[config.mk]
export PLATFORM = sky130hd
export DESIGN_NAME = cmp_sample_packer
export DESIGN_NICKNAME = d
export VERILOG_FILES = /design/src/rtl/cmp_sample_packer.sv
export SDC_FILE = /design/constraint.sdc
export NUM_CORES = 1
export LEC_CHECK = 0
export ABC_CLOCK_PERIOD_IN_PS = 5600
export BUFFER_PORTS_ARGS = -buffer_cell sky130_fd_sc_hd__buf_2
export CAP_MARGIN = 20
export CORE_UTILIZATION = 40
export CTS_CLUSTER_DIAMETER = 50
export CTS_CLUSTER_SIZE = 28
export DETAILED_ROUTE_END_ITERATION = 7
export SKIP_CTS_REPAIR_TIMING = 1
export SLEW_MARGIN = 20
export SYNTH_ARGS = -nofsm -noshare
export SYNTH_HDL_FRONTEND = slang
export SYNTH_SLANG_ARGS = --single-unit
[constraint.sdc]
create_clock -name sample_clk -period 5.6 [get_ports sample_clk]
set_input_delay 1.68 -clock sample_clk [delete_from_list [all_inputs] [get_ports sample_clk]]
set_output_delay 1.68 -clock sample_clk [all_outputs]
set_load 0.1 [all_outputs]
[src/rtl/cmp_sample_packer.sv]
// Packs N_CH comparator bits per clock into WORD_W-bit words and streams them out
// over a valid/ready port, in continuous or fixed-length burst mode, with frame marks.
module cmp_sample_packer #(
   parameter int N_CH        = 4,
   parameter int WORD_W      = 80,
   parameter int MARK_PERIOD = 1024
) (
   input  logic              sample_clk,
   input  logic              reset,
   input  logic [N_CH-1:0]   cmp_data,
   input  logic [N_CH-1:0]   ch_mask,
   input  logic              en,
   input  logic              burst_mode,
   input  logic              start,
   input  logic [15:0]       burst_len,
   input  logic              clr_stat,
   output logic [WORD_W-1:0] m_data,
   output logic              m_valid,
   output logic              m_mark,
   input  logic              m_ready,
   output logic              busy,
   output logic              overflow,
   output logic [15:0]       drop_cnt,
   output logic [1:0]        state_dbg
);

   localparam int S    = WORD_W / N_CH;
   localparam int SC_W = (S > 1) ? $clog2(S) : 1;
   localparam logic [SC_W-1:0] LAST_SAMP = SC_W'(S - 1);
   localparam logic [15:0]     MARK_P    = MARK_PERIOD[15:0];

   if (N_CH < 1 || N_CH > 16) begin : g_bad_nch
      $error("cmp_sample_packer: N_CH must be 1..16");
   end
   if (WORD_W % N_CH != 0) begin : g_bad_width
      $error("cmp_sample_packer: WORD_W must be a multiple of N_CH");
   end
   if (MARK_PERIOD < 1 || MARK_PERIOD > 65535) begin : g_bad_mark
      $error("cmp_sample_packer: MARK_PERIOD must be 1..65535");
   end

   typedef enum logic [1:0] {
      IDLE  = 2'd0,
      RUN   = 2'd1,
      DRAIN = 2'd2
   } state_t;

   state_t            state, state_nxt;
   logic [N_CH-1:0]   cmp_r;
   logic [WORD_W-1:0] acc, acc_nxt;
   logic [SC_W-1:0]   samp_cnt;
   logic [15:0]       word_idx;
   logic              burst_r;
   logic [15:0]       burst_len_r;
   logic              word_done, load, drop, last_word, mark_nxt;

   // Output handshake: a word transfers on any edge where m_valid and m_ready are
   // both 1; while m_valid=1 and m_ready=0, m_data/m_mark hold and new words drop.
   always_comb begin
      acc_nxt   = acc;
      acc_nxt[int'(samp_cnt)*N_CH +: N_CH] = cmp_r;
      word_done = (state == RUN) && (samp_cnt == LAST_SAMP);
      load      = word_done && (!m_valid || m_ready);
      drop      = word_done && m_valid && !m_ready;
      last_word = burst_r && ((word_idx + 16'd1) == burst_len_r);
      mark_nxt  = ((word_idx % MARK_P) == 16'd0);
   end

   always_comb begin
      state_nxt = state;
      case (state)
         IDLE: begin
            if (burst_mode) begin
               if (start && (burst_len != 16'd0)) state_nxt = RUN;
            end else if (en) begin
               state_nxt = RUN;
            end
         end
         RUN: begin
            if (burst_r) begin
               if (word_done && last_word) state_nxt = DRAIN;
            end else if (!en) begin
               state_nxt = IDLE;
            end
         end
         DRAIN: begin
            if (!m_valid) state_nxt = IDLE;
         end
         default: state_nxt = IDLE;
      endcase
   end

   always_ff @(posedge sample_clk) begin
      if (reset) begin
         state       <= IDLE;
         cmp_r       <= '0;
         acc         <= '0;
         samp_cnt    <= '0;
         word_idx    <= '0;
         burst_r     <= 1'b0;
         burst_len_r <= '0;
         m_data      <= '0;
         m_valid     <= 1'b0;
         m_mark      <= 1'b0;
         overflow    <= 1'b0;
         drop_cnt    <= '0;
      end else begin
         state <= state_nxt;
         cmp_r <= cmp_data & ch_mask;

         // Mode and burst length are captured only while idle.
         if (state == IDLE) begin
            burst_r     <= burst_mode;
            burst_len_r <= burst_len;
            samp_cnt    <= '0;
            word_idx    <= '0;
         end else if (state == RUN) begin
            acc <= acc_nxt;
            if (word_done || (state_nxt == IDLE)) samp_cnt <= '0;
            else                                  samp_cnt <= samp_cnt + 1'b1;
            if (word_done) word_idx <= word_idx + 16'd1;
         end

         if (load) begin
            m_data  <= acc_nxt;
            m_mark  <= mark_nxt;
            m_valid <= 1'b1;
         end else if (m_valid && m_ready) begin
            m_valid <= 1'b0;
         end

         if (drop) begin
            overflow <= 1'b1;
            if (clr_stat)                  drop_cnt <= 16'd1;
            else if (drop_cnt != 16'hFFFF) drop_cnt <= drop_cnt + 16'd1;
         end else if (clr_stat) begin
            overflow <= 1'b0;
            drop_cnt <= '0;
         end
      end
   end

   assign busy      = (state != IDLE) | m_valid;
   assign state_dbg = state;

endmodule
==> flow_summary.json, run 1 <==
{
  "cp_slowest_cell": "nor4b_4",
  "synth_nets": 1206,
  "period_needed_ps": 3510,
  "ys_ff_latch": 223,
  "vdd_drop_max_uv": 158,
  "yosysUniqueCellTypes": 64,
  "maxSlewHeadroom": 0.351,
  "hold_slack_ps": 451,
  "slowest_delay_ps": 680,
  "drtAntennaViolNets": 0,
  "layoutNonFillerInstCount": 1589,
  "place_congestion": 0.856,
  "status": "finished clean",
  "p_leak_nw": 4.54,
  "io_pins": 133,
  "synth_area_leader_cell": "dfxtp_1",
  "cts_max_level": 1,
  "period_share": 0.628,
  "yosys.area_share.simple": 0.236,
  "numPortBuffers": 132,
  "synth-seq-area-share": 0.439,
  "cp_max_fo": 14,
  "crit_top_cell": "ha_1",
  "min_to": "acc[23]$_SDFFE_PP0P_",
  "grt_usage": 0.193,
  "numCtsBuffers": 25,
  "drt_iter0_markers": 664,
  "max_freq_mhz": 285,
  "synthFlopType": "dfxtp_1",
  "root_buffer": "clkbuf_16",
  "grt_max_degree": 162,
  "synth_compound_area_frac": 0.134,
  "clock_sinks": 223,
  "grt_overflow": 0,
  "critical_path.cell_chain": "inv_1 -> ha_1 -> nor3b_1 -> ha_1 -> nor4b_4 -> nand4_2 -> or2_1 -> mux2i_1 -> nor2_1",
  "wl_per_cell_um": 15.9,
  "die_area_um2": 26000,
  "async_flop_share": 0,
  "cp_num_buf_inv": 1,
  "die_w_um": 161,
  "cap_violations": 0,
  "drive_above_1_share": 0.165,
  "final_common_cell": "dfxtp_1",
  "viasPerCell": 5.31,
  "drc": 0,
  "r2r_cells": 9,
  "tightest_slew_ps": 970,
  "fin_area_um2": 11800,
  "rrSetupSlack_ps": 2090,
  "yosys_warnings": 0,
  "synthTopCellsByArea": "dfxtp_1, mux2i_1, nor2_1",
  "start_util": 0.413,
  "synth_xor_area_frac": 0.0353,
  "grt_pass1_vias": 7489,
  "hold_viol": 0,
  "hold_depth": 2,
  "worst_setup_path_end_kind": "flop",
  "crit_path_start_kind": "flop",
  "synth_top_family_by_area": "simple AND/OR/NAND/NOR gates",
  "antenna_found_initial": 0,
  "vias": 8440,
  "synth_area_um2": 10200,
  "muxShareOfSynthArea": 0.110,
  "worstPathArrival_ps": 3900,
  "wirelength_um": 25300,
  "synth_top_area_share": 0.439,
  "synth-edff-count": 0,
  "drtPass1Iterations": 5,
  "syn_to_final_growth_pct": 16.0,
  "rr_startpoint": "samp_cnt[0]$_SDFFE_PP0P_",
  "cts_buffer_depth": 3,
  "rows": 57,
  "path_class": "reg2reg",
  "core_um2": 24600,
  "placedCellCount": 1544,
  "antenna_cells": 0,
  "syn_avg_cell_area_um2": 8.69,
  "fin_util": 0.479,
  "slew_viol_final": 0,
  "crit_family": "simple AND/OR/NAND/NOR gates",
  "p_per_area_nw_per_um2": 286,
  "finalSetupViolations": 0,
  "grt_pass1_wl_um": 40700,
  "cts_tree": "built",
  "fin_skew_ps": 14.7,
  "worstPathRequired_ps": 5980,
  "startpoint": "samp_cnt[0]$_SDFFE_PP0P_",
  "fin_nets": 1284,
  "r2r-end": "acc[4]$_SDFFE_PP0P_",
  "dp_hpwl_um": 17300,
  "setup_tns_ps": 0,
  "placed_cell_area_um2": 11000,
  "die_height_um": 161,
  "rsz0062_at_grt": "false",
  "synth_fa_ha_area_frac": 0.00739,
  "hold_path.class": "reg2reg",
  "clk_pin_slew_ps": 60,
  "min_from": "acc[23]$_SDFFE_PP0P_",
  "final_cell_mix": "dfxtp_1, nor2_1, buf_2",
  "clock_latency_ps": 520,
  "synthCells": 1169
}
==> how the worst max path moves through the flow <==
| stage | depth (start not counted) | endpoint | slack (ps) |
|---|---|---|---|
| after detailed placement | 6 | samp_cnt[2]$_SDFFE_PP0P_ | 1790 |
| after floorplan | 1 | busy | 2110 |
| after CTS | 9 | acc[4]$_SDFFE_PP0P_ | 2130 |
| after global placement | 6 | samp_cnt[4]$_SDFFE_PP0P_ | 1850 |
| final | 9 | acc[4]$_SDFFE_PP0P_ | 2090 |
| after global routing | 7 | acc[49]$_SDFFE_PP0P_ | 1630 |
==> worst reg2reg max path: stages, from the launching register on <==
cell and delay [ps]:
dfxtp_1 670, inv_1 210, ha_1 290, nor3b_1 170, ha_1 430, nor4b_4 680, nand4_2 320, or2_1 390
mux2i_1 180, nor2_1 60
==> registers in the layout (all words and copies together), names as in the netlist <==
register / cells
acc: 80
burst_len_r: 16
burst_r: 1
cmp_r: 4
drop_cnt: 16
m_data: 80
m_mark: 1
m_valid: 1
overflow: 1
samp_cnt: 5
state_dbg: 2
word_idx: 16
==> Yosys cell counts (11+ instances only) <==
| library cell | count |
|---|---|
| dfxtp_1 | 223 |
| nor2_1 | 203 |
| mux2i_1 | 112 |
| nand2_1 | 100 |
| a211oi_1 | 77 |
| a21oi_1 | 76 |
| clkbuf_1 | 64 |
| nand3_1 | 53 |
| xnor2_1 | 24 |
| nand4_1 | 20 |
| xor2_1 | 17 |
| and2_1 | 16 |
| o21ai_0 | 16 |
| nor3_1 | 14 |
| buf_2 | 12 |
| inv_1 | 12 |
| and3_1 | 11 |
==> per-stage QoR <==
stage                     worst slack, ps  power (mW)
after floorplan                      2110        1.75
after global placement               1850        1.80
after detailed placement             1790        1.80
after CTS                            2130        3.42
after global routing                 1630        3.51
final                                2090        3.37
==> cell families (layout without fill, tap and decap cells) <==
group / after synthesis / count (layout)
AND/OR/NAND/NOR: 485 / 485
adder cells (fa/ha/maj): 6 / 6
multiplexers: 112 / 112
XOR/XNOR: 41 / 41
flip-flops: 223 / 223
buffers and inverters: 98 / 194
AO/OA/AOI/OAI: 204 / 204
==> metal layers <==
layer / GRT usage / part of all wire
met5: 0 / 0
met4: 0.0489 / 0.018
met3: 0.0339 / 0.063
met2: 0.290 / 0.43
met1: 0.283 / 0.49
==> where the power goes <==
group	total, mW	leakage (nW)	internal, mW	switching [mW]
combinational	0.147	2.34	0.0418	0.106
clock	1.61	0.405	0.941	0.667
sequential	1.62	1.80	1.60	0.0143
total	3.37	4.54	2.58	0.787
==> layout make-up <==
cell class              count  area (µm²)
well taps                 324         405
fillers                  2427       12800
clock inverters            12         109
inverters                  12        45.0
repair buffers            137         717
flip-flops and latches    223        4460
clock buffers              33         706
multi-input cells         848        5340
Power figures use the tool's default switching activity.
==> inputs of run 2 (changes only) <==
- ABC_CLOCK_PERIOD_IN_PS: 5600 -> 3200
- clock period: 5.6 -> 3.2 ns (I/O delays scaled with it)
==> run 2 against run 1 <==
Core utilization is 0.94 points higher. Sequential share of layout area is 0.73 points lower. Final cell count is 1.0% higher. Power is 81% higher. Register-to-register slack worse by 1900 ps. Critical path type unchanged. Largest cell class unchanged. Largest power group is now the clock network. Highest routed layer unchanged.
==> flow_summary.json, run 2 (synthesis gave the netlist of run 1 again) <==
{
  "wl_per_cell_um": 15.8,
  "worst_setup_path_end_kind": "flop",
  "grt_overflow": 0,
  "reg_top3": "acc: 80 flops, m_data: 80 flops",
  "power_frac_comb": 0.045,
  "start_util": 0.413,
  "slew_viol_final": 0,
  "drtPass1Iterations": 4,
  "top_usage_layer": "met2",
  "r2r_cells": 9,
  "fillers": 2413,
  "root_buffer": "clkbuf_16",
  "cts_buffer_depth": 3,
  "met2_usage": 0.295,
  "numPortBuffers": 132,
  "endpoint": "acc[6]$_SDFFE_PP0P_",
  "io_pins": 133,
  "fin_nets": 1300,
  "grt_pass1_wl_um": 40800,
  "rr_startpoint": "samp_cnt[1]$_SDFFE_PP0P_",
  "switching_power_mw": 1.39,
  "clock_latency_ps": 510,
  "drive_above_1_share": 0.177,
  "rsz0062_at_grt": "false",
  "clock_sinks": 223,
  "wirelength_um": 25300,
  "core_um2": 24600,
  "max_freq_mhz": 337,
  "die_height_um": 161,
  "clkPwrFrac": 0.494,
  "grt_pass1_vias": 7671,
  "grt_usage": 0.193,
  "cts_tree": "built",
  "worstPathRequired_ps": 3570,
  "place_congestion": 0.837,
  "die_w_um": 161,
  "p_per_area_nw_per_um2": 509,
  "cts_max_level": 1,
  "drc": 0,
  "grt_use_met3": 0.0249,
  "rows": 57,
  "grt_max_degree": 183,
  "hold_viol": 0,
  "crit_path_start_kind": "flop",
  "tightest_slew_ps": 999,
  "switching_share": 0.227,
  "cap_violations": 0,
  "dp_hpwl_um": 17500,
  "period_needed_ps": 2970,
  "rrSetupSlack_ps": 230,
  "numCtsBuffers": 24,
  "syn_to_final_growth_pct": 18.2,
  "vdd_drop_max_uv": 386,
  "drt_iter0_markers": 516,
  "final_common_cell": "dfxtp_1",
  "viasPerCell": 5.31,
  "clk_pin_slew_ps": 70,
  "use_met1": 0.284,
  "hold_path.class": "reg2reg",
  "fin_skew_ps": 13.9,
  "hold_depth": 2,
  "maxSlewHeadroom": 0.334,
  "status": "finished clean",
  "r2r-end": "acc[6]$_SDFFE_PP0P_",
  "path_class": "reg2reg",
  "startpoint": "samp_cnt[1]$_SDFFE_PP0P_",
  "p_int_mw": 4.73,
  "setup_tns_ps": 0,
  "worstPathArrival_ps": 3340,
  "place_ws_ps": 282,
  "antenna_cells": 0,
  "seq_power_share": 0.462,
  "antenna_found_initial": 1,
  "vias": 8521,
  "drtAntennaViolNets": 0,
  "cp_max_fo": 8,
  "p_leak_nw": 4.66,
  "period_share": 0.927,
  "die_area_um2": 26000,
  "fin_ws_ps": 235,
  "final_cell_mix": "dfxtp_1, nor2_1, buf_2",
  "finalSetupViolations": 0
}
run 2: metal layers:
metal  vias to the layer above  routed length, µm
met2                       186              11200
met5                         -                  0
met3                        32               1140
met4                         0                420
li1                       4324                  -
met1                      3979              12600
run 2: cell type report:
cell class / instances / area (µm²) / share of cell area
multi-input cells: 848 / 5340 / 0.444
flip-flops and latches: 223 / 4460 / 0.372
repair buffers: 154 / 882 / 0.0734
clock buffers: 29 / 671 / 0.0558
well taps: 324 / 405 / 0.0337
clock inverters: 15 / 210 / 0.0175
inverters: 12 / 45.0 / 0.00375
run 2: worst min path at each step:
| stage | end | slack [ps] | from |
|---|---|---|---|
| 2_1_floorplan | acc[20]$_SDFFE_PP0P_ | 440 | acc[20]$_SDFFE_PP0P_ |
| 3_3_place_gp | acc[24]$_SDFFE_PP0P_ | 440 | acc[24]$_SDFFE_PP0P_ |
| 3_5_place_dp | acc[32]$_SDFFE_PP0P_ | 450 | acc[32]$_SDFFE_PP0P_ |
| 4_1_cts | acc[32]$_SDFFE_PP0P_ | 450 | acc[32]$_SDFFE_PP0P_ |
| 5_1_grt | acc[36]$_SDFFE_PP0P_ | 480 | acc[36]$_SDFFE_PP0P_ |
| 6_report | acc[32]$_SDFFE_PP0P_ | 450 | acc[32]$_SDFFE_PP0P_ |
run 2: metrics by stage:
stage	util	power (mW)	instance area [µm²]	hold WS (ps)	std cells
floorplan	-	3.07	10200	436	1169
global placement	0.452	3.16	11100	440	1561
detailed placement	0.452	3.16	11100	446	1561
CTS	0.488	6.19	12000	455	1605
global route	0.488	6.33	12000	478	1605
finish	0.488	6.12	12000	452	1605
run 2: power groups by stage:
| stage | clock (mW) | combinational (mW) | sequential, mW |
|---|---|---|---|
| finish | 3.02 | 0.273 | 2.82 |
| global route | 3.21 | 0.299 | 2.83 |
| CTS | 3.09 | 0.273 | 2.82 |
| detailed placement | 0 | 0.273 | 2.89 |
| global placement | 0 | 0.272 | 2.89 |
| floorplan | 0 | 0.179 | 2.89 |
run 2: worst max-delay path, cell delays in order, from the launching register on:
cell     delay, ps
dfxtp_1        500
inv_1           80
ha_1           240
nor3b_1        170
ha_1           310
nor4b_4        640
nand4_2        290
or2_1          370
mux2i_1        170
nor2_1          60
==> inputs of run 3 (changes only) <==
- CORE_UTILIZATION: 40 -> 52
- PLACE_DENSITY: unset -> 0.76
==> run 3 against run 2 <==
Critical path depth is the same. Via count rose by 1.7%. Critical endpoint is now acc[56]$_SDFFE_PP0P_. Clock power fell by 16%. Clock skew up 8.5 ps. Non-clock buffer count down 2. First-iteration DRC count increased by 28%. Sequential share of layout area grew 0.94 points. Maximum frequency decreased by 1.7%. Cell area shrank 2.5%. Global-route usage rose by 5.3 points. Highest routed layer unchanged.
==> flow_summary.json, run 3 (synthesis gave the netlist of run 1 again) <==
{
  "finalSetupViolations": 0,
  "fin_skew_ps": 22.4,
  "p_leak_nw": 4.55,
  "wirelength_um": 25100,
  "cts_max_level": 1,
  "maxSlewHeadroom": 0.406,
  "endpoint": "acc[56]$_SDFFE_PP0P_",
  "rrSetupSlack_ps": 180,
  "cp_max_fo": 8,
  "cp_slowest_cell": "nor4bb_2",
  "hold_viol": 0,
  "final_common_cell": "dfxtp_1",
  "place_congestion": 0.876,
  "crit_family": "simple AND/OR/NAND/NOR gates",
  "p_per_area_nw_per_um2": 481,
  "period_needed_ps": 3020,
  "cts_tree": "built",
  "grt_max_degree": 166,
  "startpoint": "samp_cnt[1]$_SDFFE_PP0P_",
  "cts_buffer_depth": 3,
  "crit_top_cell": "ha_1",
  "wl_per_cell_um": 16.4,
  "placed_cell_area_um2": 11000,
  "die_height_um": 142,
  "grt_usage": 0.246,
  "grt_pass1_vias": 7745,
  "final_cell_mix": "dfxtp_1, nor2_1, buf_2",
  "drtPass1Iterations": 5,
  "min_from": "acc[20]$_SDFFE_PP0P_",
  "dp_hpwl_um": 16900,
  "vdd_drop_max_uv": 300,
  "drtAntennaViolNets": 0,
  "vias": 8666,
  "hold_slack_ps": 456,
  "setup_tns_ps": 0,
  "clock_latency_ps": 520,
  "numCtsBuffers": 21,
  "syn_to_final_growth_pct": 15.3,
  "tightest_slew_ps": 891,
  "reg_top3": "acc: 80 flops, m_data: 80 flops",
  "numPortBuffers": 132,
  "clock_sinks": 223,
  "clk_pin_slew_ps": 80,
  "fin_area_um2": 11700,
  "die_w_um": 142,
  "fillers": 1662,
  "slew_viol_final": 0,
  "antenna_found_initial": 0,
  "start_util": 0.536,
  "worstPathArrival_ps": 3390,
  "grt_pass1_wl_um": 39800,
  "cp_num_cells": 9,
  "viasPerCell": 5.65,
  "place_ws_ps": 274,
  "drt_iter0_markers": 658,
  "io_pins": 133,
  "max_freq_mhz": 332,
  "hold_path.class": "reg2reg",
  "cp_num_buf_inv": 2,
  "cap_violations": 0,
  "grt_overflow": 0,
  "path_class": "reg2reg",
  "slowest_delay_ps": 730,
  "rr_startpoint": "samp_cnt[1]$_SDFFE_PP0P_",
  "r2r-end": "acc[56]$_SDFFE_PP0P_",
  "rsz0062_at_grt": "false",
  "drive_above_1_share": 0.172,
  "rows": 50,
  "period_share": 0.942,
  "fin_ws_ps": 184,
  "critical_path.cell_chain": "inv_1 -> ha_1 -> nor3b_1 -> ha_1 -> nor4bb_2 -> buf_4 -> nand3_1 -> mux2i_1 -> nor2_1",
  "worstPathRequired_ps": 3580,
  "fin_nets": 1295,
  "core_um2": 19000,
  "die_area_um2": 20100,
  "crit_path_start_kind": "flop",
  "antenna_cells": 0,
  "status": "finished clean",
  "r2r_cells": 9,
  "drc": 0,
  "root_buffer": "clkbuf_16",
  "worst_setup_path_end_kind": "flop"
}
==> run 3: cell count changes in the layout (fill, tap and decap cells not counted), moves of 2 or more <==
cell and change:
clkinv_2 -3, buf_12 -2, bufinv_16 -4, clkbuf_16 -4, inv_8 +2
==> run 3: worst min-delay path by stage <==
stage | to | depth (start not counted)
after floorplan | acc[20]$_SDFFE_PP0P_ | 2
after detailed placement | acc[20]$_SDFFE_PP0P_ | 2
after CTS | acc[20]$_SDFFE_PP0P_ | 2
after global placement | acc[39]$_SDFFE_PP0P_ | 2
after global routing | acc[32]$_SDFFE_PP0P_ | 2
final | acc[20]$_SDFFE_PP0P_ | 2
==> run 3: worst min-delay path: cells and delay by family, from the launching register on <==
family          cells  cell delay, ps
simple gates        1              50
compound gates      1              50
flops               1             310
==> run 3: final cells by class <==
type / count / area [µm²] / area share
clock buffer: 25 / 571 / 0.0487
clock inverter: 13 / 138 / 0.0117
inverter: 12 / 45.0 / 0.00384
multi-input combinational: 848 / 5340 / 0.455
sequential: 223 / 4460 / 0.381
tap: 260 / 325 / 0.0278
timing repair buffer: 152 / 838 / 0.0715
==> run 3: routing by layer <==
| metal | vias up | global-route usage | part of all wire | wire (µm) |
|---|---|---|---|---|
| met2 | 218 | 0.384 | 0.45 | 11200 |
| met5 | - | 0 | 0 | 0 |
| met1 | 4096 | 0.351 | 0.48 | 12200 |
| met4 | 0 | 0.0690 | 0.019 | 484 |
| li1 | 4313 | - | - | - |
| met3 | 39 | 0.0364 | 0.051 | 1280 |
==> run 3: stage by stage <==
step           power, mW  utilization  cells
2_1_floorplan       3.07            -   1169
3_3_place_gp        3.14        0.581   1495
3_5_place_dp        3.15        0.581   1495
4_1_cts             5.66        0.618   1533
5_1_grt             5.81        0.618   1533
6_report            5.63        0.618   1533
==> run 3: where the power goes <==
group | switching [mW] | leakage (nW) | internal (mW)
registers | 0.0233 | 1.80 | 2.80
clock network | 1.20 | 0.338 | 1.34
logic | 0.188 | 2.41 | 0.0779
